`config.mk`:
```
export PLATFORM = sky130hd
export DESIGN_NAME = upload_req_fifo
export DESIGN_NICKNAME = d
export VERILOG_FILES = /design/src/rtl/upload_req_fifo.sv
export SDC_FILE = /design/constraint.sdc
export NUM_CORES = 1
export LEC_CHECK = 0
export CAP_MARGIN = 5
export CORE_ASPECT_RATIO = 0.8
export CORE_UTILIZATION = 40
export CTS_BUF_LIST = sky130_fd_sc_hd__clkbuf_16
export DETAILED_ROUTE_END_ITERATION = 8
export PLACE_DENSITY = 0.56
export SETUP_SLACK_MARGIN = 0.3
export SLEW_MARGIN = 20
export SYNTH_ARGS = -nofsm -noshare
export SYNTH_HDL_FRONTEND = slang
export SYNTH_SLANG_ARGS = --single-unit
```
`constraint.sdc`:
```
create_clock -name clk -period 2.8 [get_ports clk]
set_clock_uncertainty 0.05 [all_clocks]
set_input_delay 0.56 -clock clk [delete_from_list [all_inputs] [get_ports clk]]
set_output_delay 0.56 -clock clk [all_outputs]
set_load 0.01 [all_outputs]
```
`src/rtl/upload_req_fifo.sv`:
```
// upload_req_fifo: outgoing request-flit buffer between the upload stage and
// the ring injection port. Flits are buffered as {ctrl, flit} and released
// packet by packet: the head of the queue is only offered once at least one
// complete packet (through its tail) is held, so the ring never stalls mid-packet.
module upload_req_fifo #(
  parameter int DEPTH = 16,
  parameter int AW    = 4
) (
  input  logic          clk,
  input  logic          rst,
  input  logic          v_flit_in,
  input  logic [15:0]   flit_in,
  input  logic [1:0]    ctrl_in,
  output logic          out_req_fifo_rdy,
  output logic          v_flit_out,
  output logic [15:0]   flit_out,
  output logic [1:0]    ctrl_out,
  input  logic          flit_ack_in,
  output logic [AW:0]   fifo_count,
  output logic [AW:0]   pkt_count,
  output logic          err_overflow
);

  localparam logic [1:0]    CTRL_TAIL = 2'b11;
  localparam logic [AW-1:0] PTR_ONE   = {{(AW-1){1'b0}}, 1'b1};
  localparam logic [AW:0]   CNT_ONE   = {{AW{1'b0}}, 1'b1};
  localparam logic [AW:0]   CNT_FULL  = (AW+1)'(DEPTH);

  logic [17:0]   r_mem [DEPTH];
  logic [AW-1:0] r_wr_ptr;
  logic [AW-1:0] r_rd_ptr;
  logic [AW:0]   r_fifo_count;
  logic [AW:0]   r_pkt_count;
  logic          r_err_overflow;

  logic [17:0]   w_head;
  logic          w_wr;
  logic          w_pop;
  logic          w_wr_tail;
  logic          w_pop_tail;

  // Readiness comes only from the registered count, so a full FIFO refuses a
  // write even in a cycle where the ring side pops.
  assign out_req_fifo_rdy = (r_fifo_count != CNT_FULL);
  assign v_flit_out       = (r_pkt_count != '0);

  assign w_head     = r_mem[r_rd_ptr];
  assign w_wr       = v_flit_in & out_req_fifo_rdy;
  assign w_pop      = v_flit_out & flit_ack_in;
  assign w_wr_tail  = w_wr & (ctrl_in == CTRL_TAIL);
  assign w_pop_tail = w_pop & (w_head[17:16] == CTRL_TAIL);

  // Outputs are gated to zero whenever nothing is being offered.
  assign flit_out     = v_flit_out ? w_head[15:0]  : 16'h0000;
  assign ctrl_out     = v_flit_out ? w_head[17:16] : 2'b00;
  assign fifo_count   = r_fifo_count;
  assign pkt_count    = r_pkt_count;
  assign err_overflow = r_err_overflow;

  // Flit storage; deliberately not reset, contents are only seen through the gated outputs.
  always_ff @(posedge clk) begin
    if (w_wr) begin
      r_mem[r_wr_ptr] <= {ctrl_in, flit_in};
    end
  end

  // Pointers, occupancy and packet counters; simultaneous inc/dec cancel out.
  always_ff @(posedge clk or posedge rst) begin
    if (rst) begin
      r_wr_ptr     <= '0;
      r_rd_ptr     <= '0;
      r_fifo_count <= '0;
      r_pkt_count  <= '0;
    end else begin
      if (w_wr) begin
        r_wr_ptr <= r_wr_ptr + PTR_ONE;
      end
      if (w_pop) begin
        r_rd_ptr <= r_rd_ptr + PTR_ONE;
      end
      case ({w_wr, w_pop})
        2'b10:   r_fifo_count <= r_fifo_count + CNT_ONE;
        2'b01:   r_fifo_count <= r_fifo_count - CNT_ONE;
        default: r_fifo_count <= r_fifo_count;
      endcase
      case ({w_wr_tail, w_pop_tail})
        2'b10:   r_pkt_count <= r_pkt_count + CNT_ONE;
        2'b01:   r_pkt_count <= r_pkt_count - CNT_ONE;
        default: r_pkt_count <= r_pkt_count;
      endcase
    end
  end

  // Sticky overflow flag: a write into a full FIFO is dropped and remembered until reset.
  always_ff @(posedge clk or posedge rst) begin
    if (rst) begin
      r_err_overflow <= 1'b0;
    end else if (v_flit_in & ~out_req_fifo_rdy) begin
      r_err_overflow <= 1'b1;
    end
  end

  // Structural invariants of the counters and pointers.
  a_count_order : assert property (@(posedge clk) disable iff (rst)
    (r_pkt_count <= r_fifo_count) && (r_fifo_count <= CNT_FULL));

  a_ptr_distance : assert property (@(posedge clk) disable iff (rst)
    (r_fifo_count == CNT_FULL) || (r_fifo_count[AW-1:0] == AW'(r_wr_ptr - r_rd_ptr)));

  a_no_empty_pop : assert property (@(posedge clk) disable iff (rst)
    w_pop |-> (r_pkt_count != '0));

endmodule

```
# Word level (Yosys, flattened, before mapping)
# Memory sizes are Yosys's and may differ from the RTL's.
# Index checks and enable logic that the tools add are counted.
# word_totals
word_cells	34
ram_bits	288
out_inout_bits	31
ff_bits	19
mem_count	1
input_bits	22
# op_classes
n_bitwise	6
n_eq_ne	7
n_reduce_logical	3
n_addsub	6
mux	6
# mem_list
memory	depth	word_bits	read_ports	rd_ports_with_merged_regs	wr	line_no	source
r_mem	16	18	1	0	1	29	logic [17:0] r_mem [DEPTH];
# ops
cell	count
$pmux W5 S2	2
$mux W16	1
$add A5 B1 Y5 const B	2
$sub A5 B1 Y5 const B	2
$add A4 B1 Y4 const B	2
$eq A2 B2 Y1 const B	4
$and A1 B1 Y1	5
$ne A5 B5 Y1 const B	1
$reduce_bool A5 Y1	1
$eq A2 B1 Y1 const B	2
$reduce_bool A2 Y1	2
$mux W1	2
$mux W2	1
$not A1 Y1	1

# Logic depth before layout (Yosys ltp)
# Gate-level depths: netlist of run 1.
# depth
word_depth	5
mapped_depth	13
ltp_nobuf	13

# Worst setup path before layout of run 1
# OpenSTA, ideal clock, no wires.
# synth_timing
path_type	reg2reg
start	register r_rd_ptr[2]
end	register r_pkt_count[4] (netlist: pkt_count[4])
period_less_slack_ps	2957
setup_time_ps	126
path_stages_with_launch	13
arrival_ps	2781
path_slack_ps	-157
path_buffers	1
t_required_ps	2624
path_cell_list	dfrtp_1 > buf_6 > mux4_2 > mux2_2 > o21ai_1 > nor3_1 > ha_1 > fa_1 > a21o_1 > a21oi_1 > xor2_1 > nor2_1 > xor2_1
# synth_between
elab_chain_cells	5
elab_cells_between_ends	7
cone_classes	eq/ne: 3; mux: 1; bitwise: 1; reduce/logical: 1; memory: 1
# synth_lines
element	line_no	source
start: declaration	31	logic [AW-1:0] r_rd_ptr;
start signal: assignment	79	r_rd_ptr <= r_rd_ptr + PTR_ONE;
$mem_v2 Z16 W18 *	--	
$eq A2 B2 Y1 *	51	assign w_pop_tail = w_pop & (w_head[17:16] == CTRL_TAIL);
$and A1 B1 Y1 *	51	
$eq A2 B1 Y1 or $eq A2 B2 Y1 (tied branches)	86	case ({w_wr_tail, w_pop_tail})
$pmux W5 S2 or $reduce_bool A2 Y1 (tied branches)	--	
end signal: assignment	87	2'b10: r_pkt_count <= r_pkt_count + CNT_ONE;
end signal: assignment	88	2'b01: r_pkt_count <= r_pkt_count - CNT_ONE;
end signal: assignment	89	default: r_pkt_count <= r_pkt_count;
end: declaration	33	logic [AW:0] r_pkt_count;
# Mark *: on every way between the ends. The rest lies on a longest branch, timed or not.
# A chain may end at the register's enable or synchronous reset.

# Worst setup path in the final report of run 1
# layout_timing
start	register r_rd_ptr[0]
end	output flit_out[2]
# layout_between
elab_chain_cells	2
# layout_lines
element	line_no	source
$mem_v2 Z16 W18	--	
$mux W16	54	assign flit_out = v_flit_out ? w_head[15:0] : 16'h0000;
end: declaration	16	output logic [15:0] flit_out,
# Every way passes these cells.

==> results of run 1 <==
==> state kept, by name, indices dropped and copies added, names as in the netlist <==
signal / cells
err_overflow: 1
fifo_count: 5
pkt_count: 5
r_mem: 288
r_rd_ptr: 4
r_wr_ptr: 4
==> worst paths after layout <==
kind | endpoint | slack, ns | cells past startpoint
min in group clk | err_overflow$_DFFE_PP0P_ | 0.43 | 1
hold / removal | pkt_count[1]$_DFFE_PP0P_ | 0.42 | 2
setup reg to reg | pkt_count[4]$_DFFE_PP0P_ | -0.22 | 13
max in group asynchronous | r_rd_ptr[0]$_DFFE_PP0P_ | 1.66 | 2
setup / recovery | flit_out[2] | -0.28 | 8
hold reg to reg | err_overflow$_DFFE_PP0P_ | 0.43 | 1
==> cell families (layout without fill, tap and decap cells) <==
logic type                 count (synthesis)  in the layout
AOI/OAI and AO/OA                         33             33
buffers and inverters                     40            208
and+or+nand+nor                           54             54
muxes                                    109            109
DFF                                      307            307
xor gates and xnor gates                  15             15
adders and majority gates                 15             15
==> through the flow <==
stage               TNS [ns]  util (%)  hold slack [ns]
floorplan            -0.0499         -            0.461
global route           -6.09      51.8            0.463
detailed placement     -1.47      46.5            0.423
CTS                    -3.94      51.2            0.427
finish                 -4.45      51.8            0.422
global placement       -1.18      46.5            0.409
==> cells in the mapped netlist <==
| library cell | instances | area share [%] |
|---|---|---|
| edfxtp_1 | 288 | 71 |
| mux4_2 | 72 | 13 |
| mux2i_1 | 34 | 2.8 |
| dfrtp_1 | 19 | 3.9 |
| nand2_1 | 19 | 0.59 |
| nor2_1 | 17 | 0.53 |
| o22ai_1 | 16 | 0.83 |
| ha_1 | 13 | 1.3 |
| clkbuf_1 | 11 | 0.34 |
| xnor2_1 | 10 | 0.72 |
| inv_1 | 7 | 0.22 |
| buf_2 | 6 | 0.25 |
| nor3_1 | 6 | 0.25 |
| o21ai_1 | 5 | 0.21 |
| xor2_1 | 5 | 0.36 |
| a21oi_1 | 4 | 0.17 |
| inv_2 | 4 | 0.12 |
| o21ai_0 | 4 | 0.17 |
| a21o_1 | 3 | 0.19 |
| buf_4 | 3 | 0.19 |
| buf_6 | 3 | 0.28 |
| mux2_2 | 3 | 0.28 |
| nand2b_1 | 3 | 0.15 |
| nand4_1 | 3 | 0.15 |
| and2_1 | 2 | 0.10 |
| buf_1 | 2 | 0.062 |
| buf_12 | 2 | 0.33 |
| fa_1 | 2 | 0.33 |
| nand3_1 | 2 | 0.083 |
| clkbuf_2 | 1 | 0.041 |
| clkbuf_4 | 1 | 0.062 |
| nor2b_1 | 1 | 0.052 |
| o21bai_1 | 1 | 0.062 |
| or3b_1 | 1 | 0.072 |
==> layout make-up <==
type / count / area (um^2)
repair buffers: 142 / 1580
clock buffers: 30 / 751
flip-flops and latches: 307 / 9140
multi-input cells: 226 / 3040
inverters: 11 / 43.8
well taps: 406 / 508
clock inverters: 25 / 274
fillers: 2348 / 14200
==> power by group through the flow <==
stage	Sequential [mW]	Clock [mW]	Combinational (mW)
floorplan	5.89	0	3.33
global placement	5.99	0	5.40
detailed placement	6.02	0	5.46
CTS	5.92	4.24	6.09
global route	5.98	4.40	6.75
finish	5.93	4.15	6.31
==> critical path, delay by kind of cell (launching register included) <==
family	cells	cell delay [ns]
AO/OA/AOI/OAI	1	0.13
buffers and inverters	5	0.72
flip-flops	1	0.52
multiplexers	2	0.56
==> per-layer routing <==
metal  share of wire (%)  GRT usage, %  routed length (um)  vias to the layer above
met5                   0             0                   0                        -
met4                 2.0          4.72                 532                        0
met3                 4.4          2.71                1160                       40
met2                  47          28.1               12500                      144
met1                  46          24.8               12200                     3117
li1                    -             -                   -                     2635
==> timing repair <==
item,CTS,global route
pin swaps,18,17
setup endpoints to repair,24,23
buffers inserted,13,10
resized for setup,122,21
hold endpoints to repair,0,0
cloned,5,1
==> summary.md, run 1 <==
| Metric | Value |
|---|---|
| I/O pins | `53` |
| XOR/XNOR Fraction of Synth Area | `under 10%` |
| Max incr delay on CP | `around 0.52 ns` |
| Net switching share of the total power | `roughly 30%` |
| Worst Path Required | `approximately 2.2 ns` |
| Ordered cell list for the critical path | `buf_6, buf_12, buf_12, buf_16, mux4_2, mux2i_1, o22ai_1, buf_2` |
| Clock group share of total power | `about a quarter` |
| Fraction of power consumed by sequential logic | `between 30% and 40%` |
| Total GRT Usage | `about 17%` |
| Placed Instances | `~1.1k` |
| Slack of the critical path | `-0.282 ns` |
| Iteration count of the initial detailed-routing pass | `4` |
| Avg Cell Area, Syn | `approximately 21 um^2` |
| IR drop worst, VDD | `roughly 0.62 mV` |
| WL per Instance | `roughly 23 um` |
| Worst setup slack before clock tree synthesis | `-0.176 ns` |
| Failing checks | `setup timing` |
| Ratio of final minimum period to clock period | `110%` |
| Synth Area in Compound Gates | `~1.6%` |
| Cell-internal power | `approximately 11 mW` |
| Highest-delay cell along the critical path | `dfrtp_4` |
| Biggest fanout along the worst timing path | `8` |
| Total power draw | `about 16 mW` |
| Comb pwr share | `38.5%` |
| Status | `complete, but fails checks` |
| Final-report max-slew violation count | `0` |
| Cell area after synthesis | `between 10000 and 15000 um^2` |
| Achievable frequency | `between 300 and 400 MHz` |
| Height of the chip | `roughly 160 um` |
| Max-cap violation count | `0` |
| Num Clock Sinks | `307` |
| Overall die area | `slightly above 30000 um^2` |
| Port Buffer Count | `52` |
| Aggregate routed wire length | `roughly 26 mm` |
| Post-synth net total | `around 600` |
| CP Class | `reg2out` |
| Clock tree from TritonCTS | `done` |
| Kind of capture point of the worst setup path | `output pin` |
| Most frequent cell on the critical path | `buf_12` |
| Deepest level of the CTS H-tree | `1` |
| Via density per instance | `5.18` |
| Synth Area in Adders | `1.67%` |
| Sw Pwr | `between 4 and 5 mW` |
| Placeable core area | `around 30000 um^2` |
| Via count of the first global-routing pass | `about 6.3k` |
| Clock-pin slew of the registers on the worst-case setup and hold paths | `0.06 ns` |
| Most common library cell in the layout ignoring fill and taps | `edfxtp_1` |
| Post-synthesis mux area share | `roughly 16%` |
| Leading cell types in the layout, fill and taps excluded | `edfxtp_1, mux4_2, buf_4, clkdlybuf4s50_1, clkbuf_16` |
| Count of final hold-check violations | `0` |
| Number of hold-repair buffers added at the cts stage | `0` |
| Number of storage elements in the synthesis netlist | `about 300` |
| WP data arrival | `roughly 2.5 ns` |
| Total number of yosys warnings | `0` |
| CP Launch Type | `flop` |
| Post-layout net count | `roughly 760` |
| Netlist cell types | `34` |
| Post-route non-filler standard cell count | `between 1k and 1.5k` |
| Fraction of final layout cells sized beyond drive strength 1 | `a little under two fifths` |
| Antenna-violating nets left | `0` |
| Width of the die | `197 um` |
| Min Clock Period, post-route | `approximately 3 ns` |
| Final setup violation count | `20` |
| Area growth from synthesis to layout | `26.5%` |
| Largest family of logic cells by synthesized area | `multiplexers` |
| Clock root buffer master | `clkbuf_16` |
| Final HPWL DP | `~15 mm` |
| Count of vias placed by the detailed router | `between 5k and 6k` |
| Clock Tree Buf Depth | `3` |
| Type of the worst min-delay path | `in2async` |
| Routability Congestion | `~0.75` |
| Worst relative slew slack | `44.0%` |
| Overflow left after global routing | `0` |
| Number of instances in the synthesized netlist | `573` |
| Summed area of non-filler cells in the final layout | `approximately 15000 um^2` |
| Proportion of synthesized chip area in sequential cells | `about 75%` |
| Source of the worst register-to-register timing path | `r_rd_ptr[0]$_DFFE_PP0P_` |
| Initial core utilization | `between 40% and 50%` |
| Pin count of the biggest net entering global routing | `37` |
| Number of placement rows | `56` |
| First element of the critical path | `r_rd_ptr[0]$_DFFE_PP0P_` |
| Number of remaining DRC errors | `0` |
| Iteration-0 DRC count of the detailed router | `447` |
| Cell Pwr Density | `around 1100 nW/um^2` |
| Slew at the pin closest to its max-slew limit | `0.839 ns` |
| Area after detailed placement | `~14000 um^2` |
| Initial antenna violation count | `0` |
| Diodes inserted | `0` |
| Leak | `5.21 nW` |
| Worst-Skew Late Latency | `0.56 ns` |
| First-pass GRT wire length | `approximately 39 mm` |
| Clock buffers created by TritonCTS | `30` |
| Fraction of the mapped netlist area in simple logic gates | `~2.0%` |
| RSZ-0062 raised after global routing | `yes` |
Power figures use the tool's default switching activity.
==> run 2: changes to the inputs <==
--- a/config.mk
+++ b/config.mk
@@ -7,10 +7,11 @@
 export LEC_CHECK = 0
 export CAP_MARGIN = 5
 export CORE_ASPECT_RATIO = 0.8
-export CORE_UTILIZATION = 40
+export CORE_MARGIN = 1.5
+export CORE_UTILIZATION = 60
 export CTS_BUF_LIST = sky130_fd_sc_hd__clkbuf_16
 export DETAILED_ROUTE_END_ITERATION = 8
-export PLACE_DENSITY = 0.56
+export PLACE_DENSITY = 0.76
 export SETUP_SLACK_MARGIN = 0.3
 export SLEW_MARGIN = 20
 export SYNTH_ARGS = -nofsm -noshare
==> constraint.sdc (replaced) <==
create_clock -name clk -period 3.6 [get_ports clk]
set_clock_uncertainty 0.05 [all_clocks]
set_input_delay 0.72 -clock clk [delete_from_list [all_inputs] [get_ports clk]]
set_output_delay 0.72 -clock clk [all_outputs]
set_load 0.01 [all_outputs]
==> summary.md, run 2 (synthesis results as in run 1) <==
| Metric | Value |
|---|---|
| Status | `completed` |
| Comb pwr share | `36.9% (-1.6 points)` |
| I/O pins | `53 (unchanged)` |
| Area growth from synthesis to layout | `19.1%` |
| Iteration-0 DRC count of the detailed router | `621 (+39%)` |
| Clock-pin slew of the registers on the worst-case setup and hold paths | `0.06 ns (about the same)` |
| Antenna-violating nets left | `0 (unchanged)` |
| Initial antenna violation count | `0 (unchanged)` |
| Total GRT Usage | `25.0% (+7.6 points)` |
| Via density per instance | `6.24 (+21%)` |
| Count of final hold-check violations | `0 (unchanged)` |
| Most common library cell in the layout ignoring fill and taps | `edfxtp_1` |
| Net switching share of the total power | `30.3% (+0.40 points)` |
| Cell Pwr Density | `804 nW/um^2 (-25%)` |
| Final setup violation count | `0 (-100%)` |
| Number of buffers and inverters on the critical path | `3 (-2)` |
| Routability Congestion | `0.829 (+10%)` |
| Leak | `4.96 nW (-4.9%)` |
| Iteration count of the initial detailed-routing pass | `5 (+1)` |
| CP Launch Type | `flop` |
| Max incr delay on CP | `0.51 ns (about the same)` |
| Count of vias placed by the detailed router | `6088 (+2.6%)` |
| WL per Instance | `25.9 um (+12%)` |
| Max-cap violation count | `0 (unchanged)` |
| Number of hold-repair buffers added at the cts stage | `0 (unchanged)` |
| Diodes inserted | `0 (unchanged)` |
| Height of the chip | `130 um (-17%)` |
| Overflow left after global routing | `0 (unchanged)` |
| WP data arrival | `2.53 ns (+0.06 ns)` |
| Port Buffer Count | `52 (unchanged)` |
| Depth of the worst register-to-register path | `12 (-1)` |
| Clock root buffer master | `clkbuf_16` |
| Fraction of power consumed by sequential logic | `39.6% (+3.4 points)` |
| Achievable frequency | `303 MHz` |
| Met2 global-route usage | `40.7% (+13 points)` |
| Biggest fanout along the worst timing path | `14 (+6)` |
| Fraction of final layout cells sized beyond drive strength 1 | `30.1% (-7.8 points)` |
| Worst Path Required | `2.83 ns (+0.64 ns)` |
| Post-route core utilization | `72.9% (+21 points)` |
| Via count of the first global-routing pass | `6152 (-2.8%)` |
| Initial core utilization | `61.2% (+20 points)` |
| CP Class | `reg2out` |
| Clock tree from TritonCTS | `done` |
| Leading cell types in the layout, fill and taps excluded | `edfxtp_1, mux4_2, buf_4, clkdlybuf4s50_1, clkbuf_16` |
| Number of placement rows | `46 (-18%)` |
| Min Clock Period, post-route | `roughly 3.3 ns` |
| Kind of capture point of the worst setup path | `output pin` |
| Total power draw | `11.6 mW (-29%)` |
| Number of flip-flops in the largest register | `288 (unchanged)` |
| Final HPWL DP | `14.6 mm (-5.1%)` |
| Startpoint of the worst hold path | `err_overflow$_DFFE_PP0P_` |
| Sum Neg Setup Slack | `0 ns (+4.45 ns)` |
| Clock buffers created by TritonCTS | `28 (-6.7%)` |
| Overall die area | `21100 um^2 (-32%)` |
| Worst-Skew Late Latency | `0.54 ns (-0.02 ns)` |
| Aggregate routed wire length | `25.3 mm (-4.5%)` |
| Met3 track utilization from global routing | `3.53% (+0.82 points)` |
| First-pass GRT wire length | `37.6 mm (-4.5%)` |
| Pin count of the biggest net entering global routing | `50 (+35%)` |
| Family of cells with the greatest summed delay on the critical path | `buffers and inverters` |
| Width of the die | `162 um (-18%)` |
| Worst relative slew slack | `44.7% (+0.65 points)` |
| Num Clock Sinks | `307 (unchanged)` |
| Type of the worst min-delay path | `reg2reg` |
| Number of gates on the worst path with buffers counted | `6 (-2)` |
| Slew at the pin closest to its max-slew limit | `0.829 ns (-0.00977 ns)` |
| Source of the worst register-to-register timing path | `r_rd_ptr[0]$_DFFE_PP0P_` |
| Clock group share of total power | `23.4% (-1.9 points)` |
| Post-layout net count | `727 (-3.7%)` |
| Fill cell total of the finished layout | `1138 (-52%)` |
| Clock Tree Buf Depth | `3 (unchanged)` |
| Ratio of final minimum period to clock period | `between 90% and 100%` |
| Hold-critical path depth | `1` |
| Global-route track usage on met1 | `36.2% (+11 points)` |
| Number of remaining DRC errors | `0 (unchanged)` |
| Cell-internal power | `8.09 mW (-30%)` |
| IR drop worst, VDD | `0.516 mV (-17%)` |
| Highest-delay cell along the critical path | `mux4_2` |
| First element of the critical path | `r_rd_ptr[0]$_DFFE_PP0P_` |
| Deepest level of the CTS H-tree | `1 (unchanged)` |
| Ordered cell list for the critical path | `buf_12, buf_16, mux4_2, mux2i_1, o22ai_1, clkdlybuf4s50_1` |
| RSZ-0062 raised after global routing | `yes` |
| Sw Pwr | `3.52 mW (-28%)` |
| Final-report max-slew violation count | `0 (unchanged)` |
| Register with the most flip-flops | `r_mem` |
| Hold Worst Slack | `0.437 ns (+0.0148 ns)` |
| Busiest layer in global routing | `met2` |
| Placeable core area | `19800 um^2 (-33%)` |
[run 2: cell types whose count changed in the layout (fill, tap and decap cells not counted), moves of 5 or more]
cell	before	now
buf_2	17	1
buf_6	17	1
buf_12	21	12
nor3_4	6	0
bufinv_16	6	1
clkdlybuf4s15_1	0	5
dlymetal6s2s_1	1	6
ha_4	5	0
[run 2: final timing paths]
kind / slack [ns] / to
max: 0.30 / flit_out[8]
min: 0.44 / err_overflow$_DFFE_PP0P_
max reg2reg: 0.46 / pkt_count[4]$_DFFE_PP0P_
min reg2reg: 0.44 / err_overflow$_DFFE_PP0P_
max in group asynchronous: 2.30 / r_rd_ptr[0]$_DFFE_PP0P_
min in group asynchronous: 0.60 / pkt_count[2]$_DFFE_PP0P_
[run 2: final cells by class]
type,instances,area (um^2),area share (%)
flip-flops and latches,307,9130,63.3
multi-input cells,226,2880,19.9
repair buffers,116,1220,8.42
clock buffers,29,726,5.03
well taps,264,330,2.29
clock inverters,22,115,0.797
inverters,11,41.3,0.286
[run 2: repair_timing]
item,4_1_cts,5_1_grt
cloned,2,0
endpoints found under the setup margin,19,17
resized for setup,23,27
setup buffers,5,18
[run 2: routing by layer]
layer | wire [um] | up-vias | share of wire (%)
met5 | 0 | - | 0
met3 | 1600 | 48 | 6.3
met1 | 10700 | 3179 | 42
met2 | 12300 | 285 | 49
met4 | 688 | 0 | 2.7
li1 | - | 2576 | -
[run 2: per-stage QoR]
stage | instances | cell area, um^2 | setup slack (ns)
after global routing | 975 | 14400 | 0.195
after CTS | 957 | 14300 | 0.107
after detailed placement | 899 | 13300 | 0.224
after global placement | 899 | 13300 | 0.333
after floorplan | 573 | 12100 | 0.643
final | 975 | 14400 | 0.303
[run 2: power by group through the flow]
| stage | combinational, mW | clock [mW] | sequential (mW) |
|---|---|---|---|
| after CTS | 4.11 | 2.75 | 4.60 |
| final | 4.28 | 2.72 | 4.60 |
| after floorplan | 2.56 | 0 | 4.58 |
| after detailed placement | 3.91 | 0 | 4.69 |
| after global routing | 4.56 | 2.90 | 4.64 |
| after global placement | 3.84 | 0 | 4.65 |
==> run 3: changes to the inputs <==
--- a/config.mk
+++ b/config.mk
@@ -6,7 +6,6 @@
 export NUM_CORES = 1
 export LEC_CHECK = 0
 export CAP_MARGIN = 5
-export CORE_ASPECT_RATIO = 0.8
 export CORE_MARGIN = 1.5
 export CORE_UTILIZATION = 60
 export CTS_BUF_LIST = sky130_fd_sc_hd__clkbuf_16
==> constraint.sdc (replaced) <==
create_clock -name clk -period 3.6 [get_ports clk]
set_clock_uncertainty 0.05 [all_clocks]
set_input_delay 0.72 -clock clk [delete_from_list [all_inputs] [get_ports clk]]
set_output_delay 0.72 -clock clk [all_outputs]
set_load 0.1 [all_outputs]
==> summary.md, run 3 (synthesis results as in run 1) <==
| Metric | Value |
|---|---|
| Number of flip-flops in the largest register | `288 (unchanged)` |
| Initial antenna violation count | `0 (unchanged)` |
| I/O pins | `53 (unchanged)` |
| Leading cell types in the layout, fill and taps excluded | `edfxtp_1, mux4_2, buf_4, clkbuf_16, clkdlybuf4s50_1` |
| WL per Instance | `26.5 um (+2.3%)` |
| Clock Tree Buf Depth | `3 (unchanged)` |
| Placeable core area | `19700 um^2 (-0.73%)` |
| Final-report max-slew violation count | `0 (unchanged)` |
| Max incr delay on CP | `0.53 ns (+0.02 ns)` |
| Ordered cell list for the critical path | `buf_6, mux4_2, mux2i_1, o22ai_4, buf_12` |
| Highest-delay cell along the critical path | `mux4_2` |
| Port Buffer Count | `52 (unchanged)` |
| Pin count of the biggest net entering global routing | `31 (-38%)` |
| Count of final hold-check violations | `0 (unchanged)` |
| Kind of capture point of the worst setup path | `output pin` |
| Achievable frequency | `312 MHz (+2.7%)` |
| Num Clock Sinks | `307 (unchanged)` |
| RSZ-0062 raised after global routing | `no` |
| Number of placement rows | `51 (+11%)` |
| CP Class | `reg2out` |
| Summed area of non-filler cells in the final layout | `14900 um^2 (+3.2%)` |
| Worst-Skew Late Latency | `0.54 ns (about the same)` |
| Type of the worst min-delay path | `reg2reg` |
| Iteration-0 DRC count of the detailed router | `489 (-21%)` |
| Final HPWL DP | `14.8 mm (+1.5%)` |
| Clock root buffer master | `clkbuf_16` |
| Slew at the pin closest to its max-slew limit | `0.990 ns (+0.161 ns)` |
| Fraction of final layout cells sized beyond drive strength 1 | `36.5% (+6.4 points)` |
| Slack of the critical path | `0.390 ns (+0.0868 ns)` |
| Count of vias placed by the detailed router | `5984 (-1.7%)` |
| Fill cell total of the finished layout | `1095 (-3.8%)` |
| Number of hold-repair buffers added at the cts stage | `0 (unchanged)` |
| First-pass GRT wire length | `38.2 mm (+1.7%)` |
| Overall die area | `21100 um^2 (about the same)` |
| Iteration count of the initial detailed-routing pass | `5 (unchanged)` |
| Worst setup slack before clock tree synthesis | `0.241 ns (+0.0169 ns)` |
| Aggregate routed wire length | `25.5 mm (+0.79%)` |
| Worst relative slew slack | `33.8% (-11 points)` |
| Antenna-violating nets left | `0 (unchanged)` |
| Final setup violation count | `0 (unchanged)` |
| Number of remaining DRC errors | `0 (unchanged)` |
| Overflow left after global routing | `0 (unchanged)` |
| Biggest fanout along the worst timing path | `10 (-4)` |
| CP Launch Type | `flop` |
| Min Clock Period, post-route | `3.21 ns (-0.0868 ns)` |
| Area growth from synthesis to layout | `23.0%` |
| Max-cap violation count | `0 (unchanged)` |
| Routability Congestion | `0.775 (-6.5%)` |
| Deepest level of the CTS H-tree | `1 (unchanged)` |
| Diodes inserted | `0 (unchanged)` |
| Status | `completed` |
| Sum Neg Setup Slack | `0 ns (unchanged)` |
| Clock tree from TritonCTS | `done` |
| Via count of the first global-routing pass | `6238 (+1.4%)` |
| Area after detailed placement | `13700 um^2 (+3.2%)` |
| Height of the chip | `145 um (+12%)` |
| Post-layout net count | `709 (-2.5%)` |
| WP data arrival | `2.44 ns (-0.09 ns)` |
| Via density per instance | `6.23 (-0.28%)` |
| Clock buffers created by TritonCTS | `30 (+7.1%)` |
| Most common library cell in the layout ignoring fill and taps | `edfxtp_1` |
| Register with the most flip-flops | `r_mem` |
| Initial core utilization | `61.7% (+0.45 points)` |
| Total GRT Usage | `24.7% (-0.31 points)` |
| Clock-pin slew of the registers on the worst-case setup and hold paths | `0.06 ns (about the same)` |
| Worst Path Required | `2.83 ns (about the same)` |
| Post-route core utilization | `75.8% (+2.9 points)` |
| Width of the die | `145 um (-10%)` |
| Ratio of final minimum period to clock period | `89.2% (-2.4 points)` |
==> run 3: cell types whose count changed in the layout (fill, tap and decap cells not counted), sizes merged <==
| cell | change |
|---|---|
| buf | +2 |
| bufinv | +4 |
| clkbuf | +2 |
| clkdlybuf4s15 | -5 |
| clkdlybuf4s50 | -6 |
| clkinvlp | +3 |
| dlygate4sd2 | -5 |
| dlymetal6s2s | -6 |
| inv | -4 |
==> run 3: metrics by stage <==
| step | hold WS [ns] | std cells |
|---|---|---|
| final | 0.431 | 961 |
| after global routing | 0.479 | 961 |
| after CTS | 0.436 | 958 |
| after detailed placement | 0.411 | 899 |
| after global placement | 0.411 | 899 |
| after floorplan | 0.493 | 573 |
==> run 3: what timing repair did <==
item                                    4_1_cts  5_1_grt
buffers inserted                              2        2
pin swaps                                     0        0
gates resized for setup                       8       14
endpoints found under the setup margin       15       17
gates cloned                                  1        1
==> run 3: layout make-up <==
| cell class | instances | area, um^2 | area share (%) |
|---|---|---|---|
| multi-input combinational | 226 | 3120 | 20.9 |
| sequential | 307 | 9170 | 61.6 |
| tap | 265 | 332 | 2.23 |
| clock inverter | 25 | 246 | 1.65 |
| inverter | 11 | 46.3 | 0.311 |
| timing repair buffer | 96 | 1210 | 8.11 |
| clock buffer | 31 | 776 | 5.21 |
==> run 3: path summary, 6_finish.rpt <==
kind                                                from  depth (start not counted)  slack (ns)                        end
worst max-delay path             r_rd_ptr[0]$_DFFE_PP0P_                          5        0.39               flit_out[13]
worst min-delay path            err_overflow$_DFFE_PP0P_                          1        0.43   err_overflow$_DFFE_PP0P_
worst max register to register   r_rd_ptr[0]$_DFFE_PP0P_                         12        0.46   pkt_count[4]$_DFFE_PP0P_
worst min register to register  err_overflow$_DFFE_PP0P_                          1        0.43   err_overflow$_DFFE_PP0P_
max in group asynchronous                            rst                          2        2.37  fifo_count[1]$_DFFE_PP0P_
min in group asynchronous                            rst                          2        0.57   pkt_count[3]$_DFFE_PP0P_
==> run 3: routing by layer <==
| layer | GRT usage, % | wire length [um] |
|---|---|---|
| met1 | 34.9 | 10200 |
| met2 | 41.7 | 13300 |
| met3 | 2.96 | 1470 |
| met4 | 6.58 | 511 |
| met5 | 0 | 0 |
==> run 3: critical path, delay by kind of cell (launching register included) <==
kind / cells / cell delay [ns]
compound gates: 1 / 0.13
buf+inv: 2 / 0.40
flops: 1 / 0.52
mux: 2 / 0.83
Power of run 3 is left out: the tool's default activity adds up to more than one toggle a clock period on the data nets, which glitch-free logic cannot reach.
